File: src/rtl/fetch_pkg.sv
// fetch_pkg: shared widths, reset PC default and fetch state encoding
package fetch_pkg;
  localparam int XLEN = 32;
  localparam int INS_BYTES = 4;
  localparam logic [XLEN-1:0] RESET_PC_DEF = 32'h0000_0000;
  typedef enum logic {FETCH = 1'b0, FLUSH = 1'b1} state_e;
endpackage

File: src/rtl/fetch_fifo.sv
// fetch_fifo: DEPTH-entry queue of {pc, ins} pairs feeding decode
// ports: clk/rst_n clock and async active-low reset; flush empties the queue;
//        push/push_data write; pop reads the head; pop_data is the head (0 when empty);
//        full/empty/count report occupancy.
module fetch_fifo #(
  parameter int DEPTH = 2,
  parameter int W = 64
) (
  input  logic                       clk,
  input  logic                       rst_n,
  input  logic                       flush,
  input  logic                       push,
  input  logic [W-1:0]               push_data,
  input  logic                       pop,
  output logic [W-1:0]               pop_data,
  output logic                       full,
  output logic                       empty,
  output logic [$clog2(DEPTH+1)-1:0] count
);
  localparam int CW = $clog2(DEPTH+1);
  localparam int PW = DEPTH > 1 ? $clog2(DEPTH) : 1;
  logic [W-1:0] mem_q [DEPTH];
  logic [PW-1:0] rd_q, rd_d, wr_q, wr_d;
  logic [CW-1:0] cnt_q, cnt_d;
  logic do_push, do_pop;
  function automatic logic [PW-1:0] inc(input logic [PW-1:0] p);
    return (p == PW'(DEPTH-1)) ? '0 : p + 1'b1;
  endfunction
  always_comb begin
    empty = cnt_q == '0;
    full = cnt_q == CW'(DEPTH);
    count = cnt_q;
    pop_data = empty ? '0 : mem_q[rd_q];
    do_pop = pop & ~empty;
    // a pop frees the slot, so a push on a full queue still lands
    do_push = push & ~flush & (~full | do_pop);
    rd_d = flush ? '0 : do_pop ? inc(rd_q) : rd_q;
    wr_d = flush ? '0 : do_push ? inc(wr_q) : wr_q;
    cnt_d = flush ? '0 : cnt_q + CW'(do_push) - CW'(do_pop);
  end
  always_ff @(posedge clk or negedge rst_n) begin
    if (!rst_n) begin
      rd_q <= '0;
      wr_q <= '0;
      cnt_q <= '0;
    end else begin
      rd_q <= rd_d;
      wr_q <= wr_d;
      cnt_q <= cnt_d;
    end
  end
  always_ff @(posedge clk) begin
    if (do_push) mem_q[wr_q] <= push_data;
  end
endmodule

File: src/rtl/fetch_unit.sv
// fetch_unit: sequential instruction fetch with redirect, stale-response flush and instruction queue
// ports: clk/rst_n clock and async active-low reset; imem_req_* fetch request channel;
//        imem_rsp_* in-order read data; redirect_* taken branch/jump target;
//        ins_valid/ins_ready/ins/ins_pc instruction handshake to decode.
module fetch_unit import fetch_pkg::*; #(
  parameter logic [XLEN-1:0] RESET_PC = RESET_PC_DEF,
  parameter int DEPTH = 2
) (
  input  logic            clk,
  input  logic            rst_n,
  output logic            imem_req_valid,
  input  logic            imem_req_ready,
  output logic [XLEN-1:0] imem_req_addr,
  input  logic            imem_rsp_valid,
  input  logic [XLEN-1:0] imem_rsp_data,
  input  logic            redirect_valid,
  input  logic [XLEN-1:0] redirect_pc,
  output logic            ins_valid,
  input  logic            ins_ready,
  output logic [XLEN-1:0] ins,
  output logic [XLEN-1:0] ins_pc
);
  localparam int CW = $clog2(DEPTH+1);
  state_e state_q, state_d;
  logic [XLEN-1:0] pc_q, pc_d, rsp_pc_q, rsp_pc_d, target;
  logic [CW-1:0] out_q, out_d, drop_q, drop_d, occ;
  logic accept, push, pop, full, empty;
  logic [2*XLEN-1:0] head;
  fetch_fifo #(.DEPTH(DEPTH), .W(2*XLEN)) u_fifo (
    .clk(clk), .rst_n(rst_n), .flush(redirect_valid), .push(push),
    .push_data({rsp_pc_q, imem_rsp_data}), .pop(pop), .pop_data(head),
    .full(full), .empty(empty), .count(occ)
  );
  always_comb begin
    target = {redirect_pc[XLEN-1:2], 2'b00};
    ins_valid = ~empty;
    ins = head[XLEN-1:0];
    ins_pc = head[2*XLEN-1:XLEN];
    pop = ~empty & ins_ready;
    // the entry leaving this cycle already frees its slot, keeping the stream back-to-back
    imem_req_valid = rst_n && state_q == FETCH && !(full && !pop) &&
                     ({1'b0, out_q} + {1'b0, occ} - (CW+1)'(pop)) < (CW+1)'(DEPTH);
    imem_req_addr = pc_q;
    accept = imem_req_valid & imem_req_ready;
    push = imem_rsp_valid & ~redirect_valid & (state_q == FETCH);
    out_d = out_q + CW'(accept) - CW'(imem_rsp_valid);
    pc_d = redirect_valid ? target : accept ? pc_q + XLEN'(INS_BYTES) : pc_q;
    // responses return in order, so the pc of the next kept response just counts up
    rsp_pc_d = redirect_valid ? target : push ? rsp_pc_q + XLEN'(INS_BYTES) : rsp_pc_q;
    drop_d = redirect_valid ? out_d : (state_q == FLUSH && imem_rsp_valid) ? drop_q - 1'b1 : drop_q;
    state_d = ((redirect_valid || state_q == FLUSH) && drop_d != '0) ? FLUSH : FETCH;
  end
  always_ff @(posedge clk or negedge rst_n) begin
    if (!rst_n) begin
      state_q <= FETCH;
      pc_q <= RESET_PC;
      rsp_pc_q <= RESET_PC;
      out_q <= '0;
      drop_q <= '0;
    end else begin
      state_q <= state_d;
      pc_q <= pc_d;
      rsp_pc_q <= rsp_pc_d;
      out_q <= out_d;
      drop_q <= drop_d;
    end
  end
endmodule
File: config.mk
export PLATFORM = sky130hd
export DESIGN_NAME = fetch_unit
export DESIGN_NICKNAME = d
export VERILOG_FILES = /design/src/rtl/fetch_pkg.sv /design/src/rtl/fetch_fifo.sv /design/src/rtl/fetch_unit.sv
export SDC_FILE = /design/constraint.sdc
export NUM_CORES = 1
export LEC_CHECK = 0
export BUFFER_PORTS_ARGS = -buffer_cell sky130_fd_sc_hd__buf_2
export CORE_ASPECT_RATIO = 0.6
export CORE_MARGIN = 2
export CORE_UTILIZATION = 60
export DETAILED_ROUTE_END_ITERATION = 8
export PLACE_DENSITY_LB_ADDON = 0.12
export SYNTH_ARGS = -nofsm -noshare
export SYNTH_HDL_FRONTEND = slang
export SYNTH_SLANG_ARGS = --single-unit
File: constraint.sdc
create_clock -name clk -period 19.05 [get_ports clk]
set_input_delay 2.8575 -clock clk [delete_from_list [all_inputs] [get_ports clk]]
set_output_delay 2.8575 -clock clk [all_outputs]
set_load 0.01 [all_outputs]
# After elaboration in Yosys (flattened, before gate mapping)
# Memory sizes are Yosys's and may differ from the RTL's.
# Index checks and enable logic that the tools add are counted.
dict set report op_classes {
  n_eq_ne 1
  n_mux 17
  n_bitwise 12
  n_addsub 11
  multipliers 0
  order_cmp 1
  n_div 0
  reduce_logical 15
  n_shift 0
}
# operator count
set op_table {}
lappend op_table {{two-way mux 32 bit} 4}
lappend op_table {{adder 32 x 3 -> 32 bit (second input constant)} 2}
lappend op_table {{two-way mux 64 bit} 1}
lappend op_table {{nonzero test 2 bit} 5}
lappend op_table {{two-way mux 1 bit} 9}
lappend op_table {{bitwise AND 1 bit} 7}
lappend op_table {{logical AND 1 bit} 6}
lappend op_table {{two-way mux 2 bit} 3}
lappend op_table {{adder 2 x 1 -> 2 bit} 2}
lappend op_table {{inverter 1 bit} 4}
lappend op_table {{subtractor 2 x 1 -> 2 bit} 2}
lappend op_table {{adder 2 x 2 -> 3 bit} 1}
lappend op_table {{< comparator 3 x 2 -> 1 bit (second input constant)} 1}
lappend op_table {{subtractor 3 x 1 -> 3 bit} 1}
lappend op_table {{adder 1 bit (second input constant)} 2}
lappend op_table {{equality test 2 bit (second input constant)} 1}
lappend op_table {{logical NOT 1 bit} 2}
lappend op_table {{logical NOT 2 bit} 1}
lappend op_table {{subtractor 2 x 1 -> 2 bit (second input constant)} 1}
lappend op_table {{logical OR 1 bit} 1}
lappend op_table {{bitwise OR 1 bit} 1}
dict set report totals {
  input_bits 70
  n_memories 1
  reg_bits 73
  ramBits 128
  romBits 0
  output_inout_bits 98
  wordCells 66
  latchBits 0
}
# name depth width rd rd_clocked_by_memory_dff write_ports line_no
set memory_table {}
lappend memory_table {u_fifo.mem_q 2 64 1 0 1 fetch_fifo.sv:22} ;# logic [W-1:0] mem_q [DEPTH];

# Longest topological paths before layout
# Gate-level depths: netlist of run 1.
dict set report depth {
  depth_word 15
  depth_mapped 17
  mapped_depth_nobuf 16
}

# By module
# A second synthesis of run 1 with hierarchy kept.
dict set report hier_totals {
  cells_unflattened 690
  hier_area_um2 8888.5
}
# module seq_area_each_um2 instances area_each_um2 cells_per_inst
set modules_own_cells {}
lappend modules_own_cells {fetch_fifo 3943.8 1 5086.1 298}
lappend modules_own_cells {fetch_unit 1626.6 1 3802.4 392}

# Worst setup path before layout of run 1
# Ideal clock, no wire load.
dict set report synth_timing {
  path_kind {input to register}
  startpoint {in redirect_valid}
  endpoint {mem u_fifo.mem_q[0][0], enable pin}
  cell_stages 3
  required_time_ns 18.415
  arrival_time_ns 9.239
  n_path_buf 2
  setup_time_ns 0.635
  setup_slack_ns 9.176
  cell_sequence {clkbuf_1 buf_1 nor4_1}
}
dict set report synth_between {
  elab_chain_cells 7
}
# item line_no
set synth_rtl {}
lappend synth_rtl {{from (decl)} fetch_unit.sv:16} ;# input logic redirect_valid,
lappend synth_rtl {{inverter 1 bit *} {fetch_fifo.sv:36, fetch_unit.sv:45}}
lappend synth_rtl {{bitwise AND 1 bit (2 in a row)} fetch_unit.sv:45} ;# push = imem_rsp_valid & ~redirect_valid & (state_q == FETCH);
lappend synth_rtl {{bitwise AND 1 bit * (2 in a row)} fetch_fifo.sv:36} ;# do_push = push & ~flush & (~full | do_pop);
lappend synth_rtl {{two-way mux 1 bit *} fetch_fifo.sv:53} ;# if (do_push) mem_q[wr_q] <= push_data;
lappend synth_rtl {{two-way mux 1 bit (not written as such) *} fetch_fifo.sv:53}
lappend synth_rtl {{to (decl)} fetch_fifo.sv:22}
# Mark *: on every way between the ends. The rest lies on a longest branch, timed or not.

# Final worst setup path of run 1
dict set report layout_timing {
  startpoint {in ins_ready}
  endpoint {out imem_req_valid}
}
dict set report layout_between {
  elab_chain_cells 6
  word_cells_on_any_way 8
  cone_classes {add/sub: 1; order compare: 1; bitwise: 1; reduce/logical: 5}
}
# item line_no
set layout_rtl {}
lappend layout_rtl {{from (decl)} fetch_unit.sv:19} ;# input logic ins_ready,
lappend layout_rtl {{bitwise AND 1 bit *} fetch_unit.sv:39} ;# pop = ~empty & ins_ready;
lappend layout_rtl {{parallel branches: the longest is 4 deep, another holds subtractor 3 x 1 -> 3 bit} -}
lappend layout_rtl {{logical AND 1 bit *} fetch_unit.sv:41} ;# imem_req_valid = rst_n && state_q == FETCH && !(full && !pop) &&
lappend layout_rtl {{to (decl)} fetch_unit.sv:11} ;# output logic imem_req_valid,
# Mark *: on every way between the ends.

==> summary.txt, run 1 <==
Hold path
  – Hold path cells: 0
  – Hold Crit Endpoint: u_fifo.mem_q[1][63]
  – Hold Path Origin: rsp_pc_q[31]
  – Hold Crit Class: reg2reg

Timing
  – RSZ-0062 raised after global routing: false
  – Hold slack final: 0.506 ns
  – Final setup TNS: 0 ns
  – Slew at the pin with the worst max-slew slack: 1.19 ns
  – Part of the cycle the worst path needs: 0.390
  – Final setup violation count: 0
  – Max-slew headroom: 0.203
  – Clock skew: 0.0122 ns
  – Post-layout minimum cycle time: 7.42 ns
  – Final Max Slew Viols: 0
  – Final hold violations: 0
  – Fmax: 135 MHz

Logic synthesis
  – Part of the Yosys area used for sequential elements: 0.627
  – Area share of the largest cell type after synthesis: 0.428
  – Synth top area cells: edfxtp_1 (43%), dfrtp_1 (20%), mux2i_1 (7.9%), nor2_1 (3.7%), mux2_2 (3.0%)
  – Count of different cell masters after synthesis: 54
  – Synth Register Bits: 193
  – Synthesized area per cell: 12.7 sq um
  – EDFF count, synth: 124
  – Synth Cell Area: 8690 sq um
  – Ys flop type: edfxtp_1
  – Post-synth ARST share: 0.358
  – Synth warn: 0
  – Largest area contributor in the netlist: edfxtp_1
  – Mapped Cells: 685

Die
  – Chip height: 97.2 um
  – Die area: 15500 sq um
  – # rows: 34
  – Core ar.: 14300 sq um
  – Die W: 159 um
  – Initial core utilization: 0.606
  – # IOs: 168

Clock tree
  – Post-CTS Resized: 0
  – TritonCTS Buffers: 17
  – CTS root buf: clkbuf_16
  – Clock sinks: 193
  – CTS tree: yes
  – Clock Latency Late Sink: 0.42 ns
  – Clock-pin slew on the worst setup and hold paths: 0.07 ns
  – Clock Tree Buf Depth: 2
  – Post-CTS Hold Fix Bufs: 0
  – H-tree levels: 4
  – Post-CTS Setup Inserts: 0

Setup path
  – CP Class: in2out
  – RR Endpoint: imem_req_addr[27]
  – Reg2reg start: u_fifo.count[1]
  – Worst Setup Start Kind: input port
  – WP data required: 16.19 ns
  – R2R Setup Slk: 14.86 ns
  – CP Capture Type: primary output
  – CP arrival: 4.56 ns
  – R2R depth: 13
  – Critical Path Fanout Max: 3

Cells and area
  – # diodes: 0
  – Multi-input gate area: 3030 sq um
  – Number of fillers in the final layout: 1015
  – Reg area: 5450 sq um
  – Area grow syn2layout: 18.4%
  – Nets: 920
  – Layout cells sized above 1: 0.272

Route
  – Routed len/inst: 18.1 um
  – Post-DRT Antenna Nets: 0
  – Drt total wl: 19100 um
  – DR vias: 5958
  – Vias per Instance: 5.66
  – Initial DRC Count: 504
  – DRC: 0
  – DR pass1 iterations: 5

Placed design
  – I/O Buffers: 161
  – Dpl hpwl: 12900 um
  – Final Wtd Congestion: 0.878

GRT
  – Vias in the first global route: 5925
  – Largest net degree at the start of global routing: 71
  – Initial antenna violation count: 0
  – GR Overflow Total: 0
  – Global-route wire length before repair: 30800 um
  – Total GRT Usage: 0.254

Flow run
  – Max cap viols: 0

Power
  – Leakage power: 0.00406 uW
  – PwrDens: 121 nW/um^2
  – Peak VDD IR: 0.153 mV

Status
  – Status: finished clean
[cells by family after synthesis]
| group | count (synthesis) | share of synthesized area |
|---|---|---|
| and+or+nand+nor | 234 | 0.136 |
| DFF | 193 | 0.627 |
| muxes | 92 | 0.109 |
| buffers and inverters | 56 | 0.0268 |
| AOI/OAI and AO/OA | 51 | 0.0374 |
| xor gates and xnor gates | 49 | 0.0494 |
| adders and majority gates | 9 | 0.0138 |
| other | 1 | 0.000431 |
[per-layer routing]
| metal | routed length [um] | track usage | vias to the layer above | share of wire |
|---|---|---|---|---|
| met5 | 0 | 0 | - | 0 |
| met4 | 259 | 0.0783 | 0 | 0.014 |
| met3 | 1370 | 0.0405 | 25 | 0.072 |
| met2 | 8740 | 0.393 | 235 | 0.46 |
| met1 | 8690 | 0.375 | 2906 | 0.46 |
| li1 | - | - | 2792 | - |
[placed cells by master, fill, tap and decap left out, types with 3 or more instances in the layout]
| cell | count |
|---|---|
| nor3_1 | 25 |
| buf_2 | 161 |
| edfxtp_1 | 124 |
| nor2b_1 | 5 |
| o21ai_0 | 11 |
| inv_8 | 4 |
| nor2_1 | 85 |
| mux2_2 | 23 |
| inv_6 | 4 |
| conb_1 | 4 |
| dfrtp_1 | 68 |
| a21oi_1 | 13 |
| nand2_1 | 24 |
| nor4_1 | 10 |
| and3_1 | 7 |
| o211ai_1 | 3 |
| inv_1 | 22 |
| or3_1 | 5 |
| nor3b_1 | 3 |
| a21o_1 | 3 |
| a31oi_1 | 7 |
| nand4_1 | 17 |
| xnor2_1 | 24 |
| a21boi_0 | 5 |
| nand2b_1 | 5 |
| clkbuf_16 | 17 |
| xor2_1 | 25 |
| buf_4 | 6 |
| and4_1 | 3 |
| ha_1 | 8 |
| mux2i_1 | 69 |
| nand3_1 | 26 |
[per-stage QoR]
stage / instance area, sq um / total power (uW) / worst slack (ns) / util / std cells
6_report: 10300 / 1250 / 11.63 / 0.718 / 1052
5_1_grt: 10300 / 1310 / 11.49 / 0.718 / 1052
4_1_cts: 10300 / 1260 / 11.61 / 0.718 / 1052
3_5_place_dp: 9670 / 894 / 11.62 / 0.675 / 1020
3_3_place_gp: 9670 / 880 / 11.68 / 0.675 / 1020
2_1_floorplan: 8700 / 760 / 9.18 / - / 688
[area by class of cell]
class / instances / share of cell area
Sequential cell: 193 / 0.530
Clock buffer: 17 / 0.0413
Tap cell: 198 / 0.0241
Clock inverter: 15 / 0.0188
Multi-Input combinational cell: 439 / 0.295
Timing Repair Buffer: 167 / 0.0827
Inverter: 23 / 0.00839
[power by group]
part	switching [uW]	leakage [uW]	total, uW	internal [uW]
clock network	167	0.000302	368	201
logic	211	0.00184	355	143
registers	33.8	0.00193	527	493
total	412	0.00406	1250	837
[how the worst max path moves through the flow]
stage | start | end | cells past startpoint
2_1_floorplan | redirect_valid | u_fifo.mem_q[0][0] | 3
4_1_cts | ins_ready | imem_req_valid | 9
3_3_place_gp | ins_ready | imem_req_valid | 9
3_5_place_dp | ins_ready | imem_req_valid | 9
5_1_grt | ins_ready | imem_req_valid | 9
6_report | ins_ready | imem_req_valid | 9
[worst max-delay path, stage by stage]
cell and delay (ns):
buf_2 0.10, nor2b_1 0.24, ha_1 0.28, inv_1 0.09, nand2_1 0.07, fa_1 0.48
and3b_1 0.16, and3_1 0.15, buf_2 0.12
[state kept, by name, indices dropped and copies added (netlist names)]
signal         flops
u_fifo.mem_q     124
imem_req_addr     30
rsp_pc_q          30
drop_q             2
out_q              2
u_fifo.count       2
state_q            1
u_fifo.rd_q        1
u_fifo.wr_q        1
[cell usage after synthesis, types with 11 or more instances]
cell type	instances
o21ai_0	11
xor2_1	25
dfrtp_1	69
mux2_2	23
nor2_1	86
nor4_1	11
clkbuf_1	16
nor3_1	25
nand4_1	17
inv_1	22
a21oi_1	13
mux2i_1	69
xnor2_1	24
nand2_1	24
edfxtp_1	124
nand3_1	26
Note: power is estimated with default switching activity, not from simulation.
==> run 2, diff against run 1 <==
CORE_UTILIZATION = 55   (was 60)
clock period = 7 ns   (was 19.05 ns; I/O delays follow)
==> run 2 against run 1 <==
Compared with the run above:
- core utilization decreased by 5.1 points
- sequential power increased to 2.7 times the previous value
- cell area decreased by 0.18%
- via count increased by 0.40%
- combinational power increased to 2.7 times the previous value
- flip-flop and latch count unchanged
- critical endpoint is now imem_req_addr[18]
- highest routed layer unchanged
==> summary.txt, run 2 (synthesis gave the netlist of run 1 again) <==
Placed design
  – Post-Place Cells: 1024
  – Placement Cell Area: 9680 sq um
  – I/O Buffers: 161
  – Worst slack, placed: 1.95 ns
  – Final Wtd Congestion: 0.902
  – Dpl hpwl: 13000 um

Clock tree
  – Post-CTS Resized: 0
  – CTS tree: yes
  – Post-CTS Setup Inserts: 0
  – Clock sinks: 193
  – Post-CTS Hold Fix Bufs: 0
  – Clock Latency Late Sink: 0.42 ns
  – TritonCTS Buffers: 17
  – Clock-pin slew on the worst setup and hold paths: 0.08 ns
  – H-tree levels: 4
  – Clock Tree Buf Depth: 2
  – CTS root buf: clkbuf_16

Die
  – Core ar.: 15400 sq um
  – Initial core utilization: 0.564
  – Die W: 166 um
  – Die area: 16900 sq um
  – # IOs: 168
  – Chip height: 101 um
  – # rows: 35

Route
  – Vias per Instance: 5.66
  – Drt total wl: 19300 um
  – DR vias: 5982
  – DRC: 0
  – Post-DRT Antenna Nets: 0
  – DR pass1 iterations: 5
  – Initial DRC Count: 404
  – Routed len/inst: 18.3 um

GRT
  – GR Overflow Total: 0
  – Initial antenna violation count: 0
  – Largest net degree at the start of global routing: 70
  – Vias in the first global route: 5836
  – Total GRT Usage: 0.233
  – Global-route wire length before repair: 30500 um

Setup path
  – Critical path endpoint: imem_req_addr[18]
  – Critical Path Source: u_fifo.count[1]
  – R2R depth: 12
  – Reg2reg start: u_fifo.count[1]
  – R2R Setup Slk: 2.03 ns
  – WP data required: 7.31 ns
  – Worst Setup Start Kind: flop
  – CP arrival: 5.28 ns
  – Critical Path Fanout Max: 64
  – RR Endpoint: imem_req_addr[18]
  – CP Capture Type: flop
  – CP Class: reg2reg

Timing
  – Final setup TNS: 0 ns
  – Final hold violations: 0
  – RSZ-0062 raised after global routing: false
  – Worst Slack Setup Final: 2.03 ns
  – Clock skew: 0.00805 ns
  – Post-layout minimum cycle time: 4.97 ns
  – Final setup violation count: 0
  – Fmax: 201 MHz
  – Final Max Slew Viols: 0
  – Part of the cycle the worst path needs: 0.710
  – Max-slew headroom: 0.208
  – Slew at the pin with the worst max-slew slack: 1.19 ns

Cells and area
  – # diodes: 0
  – Biggest register: u_fifo.mem_q
  – Area grow syn2layout: 18.2%
  – Post-route cell area: 10300 sq um
  – Final std cells w/o fill: 1056
  – Multi-input gate area: 3040 sq um
  – Commonest non-fill, non-tap cell in the layout: buf_2
  – Largest register FFs: 124
  – Final Util: 0.666
  – Layout cells sized above 1: 0.270
  – Nets: 919
  – Number of fillers in the final layout: 1158
  – Reg area: 5450 sq um
  – Most frequent cells in the layout: buf_2 (161), edfxtp_1 (124), nor2_1 (85)

Power
  – PwrDens: 327 nW/um^2
  – Peak VDD IR: 0.282 mV
  – Leakage power: 0.00404 uW

Flow run
  – Max cap viols: 0

Hold path
  – Hold Crit Class: reg2reg

Status
  – Status: finished clean
[run 2: where the power goes]
group | internal, uW | total (uW) | leakage [uW] | switching, uW
sequential | 1340 | 1440 | 0.00193 | 96.8
clock | 511 | 969 | 0.000284 | 458
combinational | 386 | 956 | 0.00183 | 570
[run 2: through the flow]
stage | power [uW] | hold slack (ns)
after detailed placement | 2430 | 0.497
after floorplan | 2060 | 0.462
after global routing | 3550 | 0.516
final | 3360 | 0.510
after CTS | 3390 | 0.507
after global placement | 2400 | 0.482
[run 2: final cells by class]
| cell class | count | area share |
|---|---|---|
| timing repair buffer | 166 | 0.0821 |
| inverter | 23 | 0.00840 |
| multi-input combinational | 439 | 0.296 |
| clock inverter | 14 | 0.0160 |
| clock buffer | 18 | 0.0418 |
| tap | 203 | 0.0247 |
| sequential | 193 | 0.531 |
[run 2: per-layer routing]
layer	part of all wire	wire length, um	global-route usage	up-vias
met1	0.47	9070	0.345	2949
met4	0.0094	182	0.0656	0
li1	-	-	-	2791
met5	0	0	0	-
met2	0.46	8840	0.352	225
met3	0.062	1200	0.0543	17
[run 2: how the worst min path moves through the flow]
| stage | endpoint | depth (start not counted) | slack (ns) | from |
|---|---|---|---|---|
| floorplan | u_fifo.mem_q[0][63] | 0 | 0.46 | rsp_pc_q[31] |
| global placement | u_fifo.mem_q[0][56] | 0 | 0.48 | rsp_pc_q[24] |
| detailed placement | u_fifo.mem_q[1][56] | 0 | 0.50 | rsp_pc_q[24] |
| CTS | u_fifo.mem_q[1][56] | 0 | 0.51 | rsp_pc_q[24] |
| global route | u_fifo.mem_q[1][56] | 0 | 0.52 | rsp_pc_q[24] |
| finish | u_fifo.mem_q[1][56] | 0 | 0.51 | rsp_pc_q[24] |
[run 2: critical path, cell delays in order, from the launching register on]
cell and delay, ns:
dfrtp_1 0.43, nor2_4 0.11, buf_4 0.54, nor2b_1 0.20, ha_1 0.32, inv_1 0.08, nand2_1 0.06, fa_1 0.47
and3b_1 0.16, nand4_1 0.87, nor4_2 1.13, a21boi_0 0.21, o31a_1 0.27
==> run 3, diff against run 2 <==
clock period = 5.1 ns   (was 7 ns; I/O delays follow)
==> run 3 against run 2 <==
Compared with the run above:
- clock skew is 0.0018 ns higher
- critical path depth down 1
- register-to-register slack got worse by 0.75 ns
- total power rose by 38%
- first-iteration DRC count up 9.2%
- largest cell class unchanged
- clock-buffer cell count fell by 1
==> summary.txt, run 3 (synthesis gave the netlist of run 1 again) <==
Status
  – Status: finished clean

Power
  – Clock Power Share: 0.291
  – Leakage power: 0.00406 uW
  – Switch Pwr: 1570 uW
  – P_int: 3070 uW
  – Peak VDD IR: 0.337 mV
  – Final Total Pwr: 4640 uW
  – Switch share: 0.338
  – PwrDens: 451 nW/um^2
  – Sequential Power Share: 0.439
  – Comb pwr share: 0.269

Die
  – # IOs: 168
  – Chip height: 101 um
  – Core ar.: 15400 sq um
  – Die W: 166 um
  – Initial core utilization: 0.564
  – # rows: 35
  – Die area: 16900 sq um

Clock tree
  – Clock sinks: 193
  – Clock Latency Late Sink: 0.43 ns
  – CTS root buf: clkbuf_16
  – Clock-pin slew on the worst setup and hold paths: 0.08 ns
  – TritonCTS Buffers: 17
  – CTS tree: yes
  – Clock Tree Buf Depth: 2
  – Post-CTS Hold Fix Bufs: 0
  – Post-CTS Setup Inserts: 0
  – Post-CTS Resized: 0
  – H-tree levels: 4

Route
  – Vias per Instance: 5.68
  – Initial DRC Count: 441
  – Met2 wire len: 9170 um
  – DR vias: 6014
  – Top sig layer: met4
  – DR pass1 iterations: 6
  – DRC: 0
  – M1 wire length: 9200 um
  – Routed len/inst: 18.9 um
  – Post-DRT Antenna Nets: 0
  – Met3 Wirelength: 1310 um
  – Drt total wl: 20000 um

Timing
  – Max-slew headroom: 0.134
  – RSZ-0062 raised after global routing: false
  – Post-layout minimum cycle time: 3.82 ns
  – Part of the cycle the worst path needs: 0.749
  – Final Max Slew Viols: 0
  – Fmax: 262 MHz
  – Final setup violation count: 0
  – Clock skew: 0.00988 ns
  – Worst Slack Setup Final: 1.28 ns
  – Final hold violations: 0
  – Final setup TNS: 0 ns
  – Slew at the pin with the worst max-slew slack: 1.29 ns

Placed design
  – Placement Cell Area: 9700 sq um
  – Worst slack, placed: 0.882 ns
  – Final Wtd Congestion: 0.865
  – I/O Buffers: 161
  – Dpl hpwl: 13600 um

Setup path
  – Critical Path Fanout Max: 11
  – CP Class: reg2reg
  – R2R depth: 11
  – WP data required: 5.45 ns
  – Worst Setup Start Kind: flop
  – CP Capture Type: flop
  – CP arrival: 4.16 ns

Cells and area
  – Area grow syn2layout: 18.5%
  – Largest register FFs: 124
  – Most frequent cells in the layout: buf_2 (161), edfxtp_1 (124), nor2_1 (85)
  – Layout cells sized above 1: 0.272
  – Nets: 922
  – # diodes: 0
  – Commonest non-fill, non-tap cell in the layout: buf_2
  – Post-route cell area: 10300 sq um
  – Biggest register: u_fifo.mem_q

GRT
  – GR Overflow Total: 0
  – Global-route wire length before repair: 31400 um
  – Initial antenna violation count: 0
  – Largest net degree at the start of global routing: 70
  – Total GRT Usage: 0.242
  – Vias in the first global route: 5855

Flow run
  – Max cap viols: 0

Hold path
  – Hold path cells: 0
  – Hold Crit Class: reg2reg
==> run 3: final timing paths <==
| kind | from | endpoint | slack, ns |
|---|---|---|---|
| max in group asynchronous | rst_n | u_fifo.rd_q | 3.84 |
| max | u_fifo.count[1] | imem_req_addr[27] | 1.28 |
| max reg2reg | u_fifo.count[1] | imem_req_addr[27] | 1.28 |
| min reg2reg | rsp_pc_q[26] | u_fifo.mem_q[1][58] | 0.51 |
| min in group asynchronous | rst_n | drop_q[0] | 0.56 |
| min | rsp_pc_q[26] | u_fifo.mem_q[1][58] | 0.51 |
==> run 3: power groups by stage <==
stage | sequential (uW) | combinational, uW | clock, uW
6_report | 2040 | 1250 | 1350
5_1_grt | 2060 | 1390 | 1420
4_1_cts | 2040 | 1270 | 1370
3_5_place_dp | 2070 | 1260 | 0
3_3_place_gp | 2060 | 1230 | 0
2_1_floorplan | 1970 | 862 | 0
==> run 3: per-layer routing <==
| layer | vias up | global-route usage |
|---|---|---|
| li1 | 2808 | - |
| met2 | 228 | 0.368 |
| met1 | 2945 | 0.349 |
| met3 | 33 | 0.0531 |
| met4 | 0 | 0.0875 |
| met5 | - | 0 |
==> run 3: worst max-delay path, cell delays in order, from the launching register on <==
cell and delay [ns]:
dfrtp_1 0.42, nor2_4 0.06, nor2b_1 0.23, ha_1 0.28, inv_1 0.08, nand2_1 0.06
fa_1 0.47, and3b_1 0.16, nand4_1 0.47, or4_1 0.86, or3_1 0.42, a31oi_1 0.21
==> run 3: cell type report <==
class | count | area [sq um]
repair buffers | 169 | 866
multi-input cells | 439 | 3040
clock buffers | 17 | 425
well taps | 203 | 254
clock inverters | 15 | 169
inverters | 23 | 86.3
fillers | 1188 | 5120
flip-flops and latches | 193 | 5450
==> run 3: per-stage QoR <==
stage	utilization	cells	hold slack, ns
after floorplan	-	688	0.462
after global placement	0.629	1027	0.485
after detailed placement	0.629	1027	0.501
after CTS	0.668	1059	0.504
after global routing	0.668	1059	0.505
final	0.668	1059	0.513
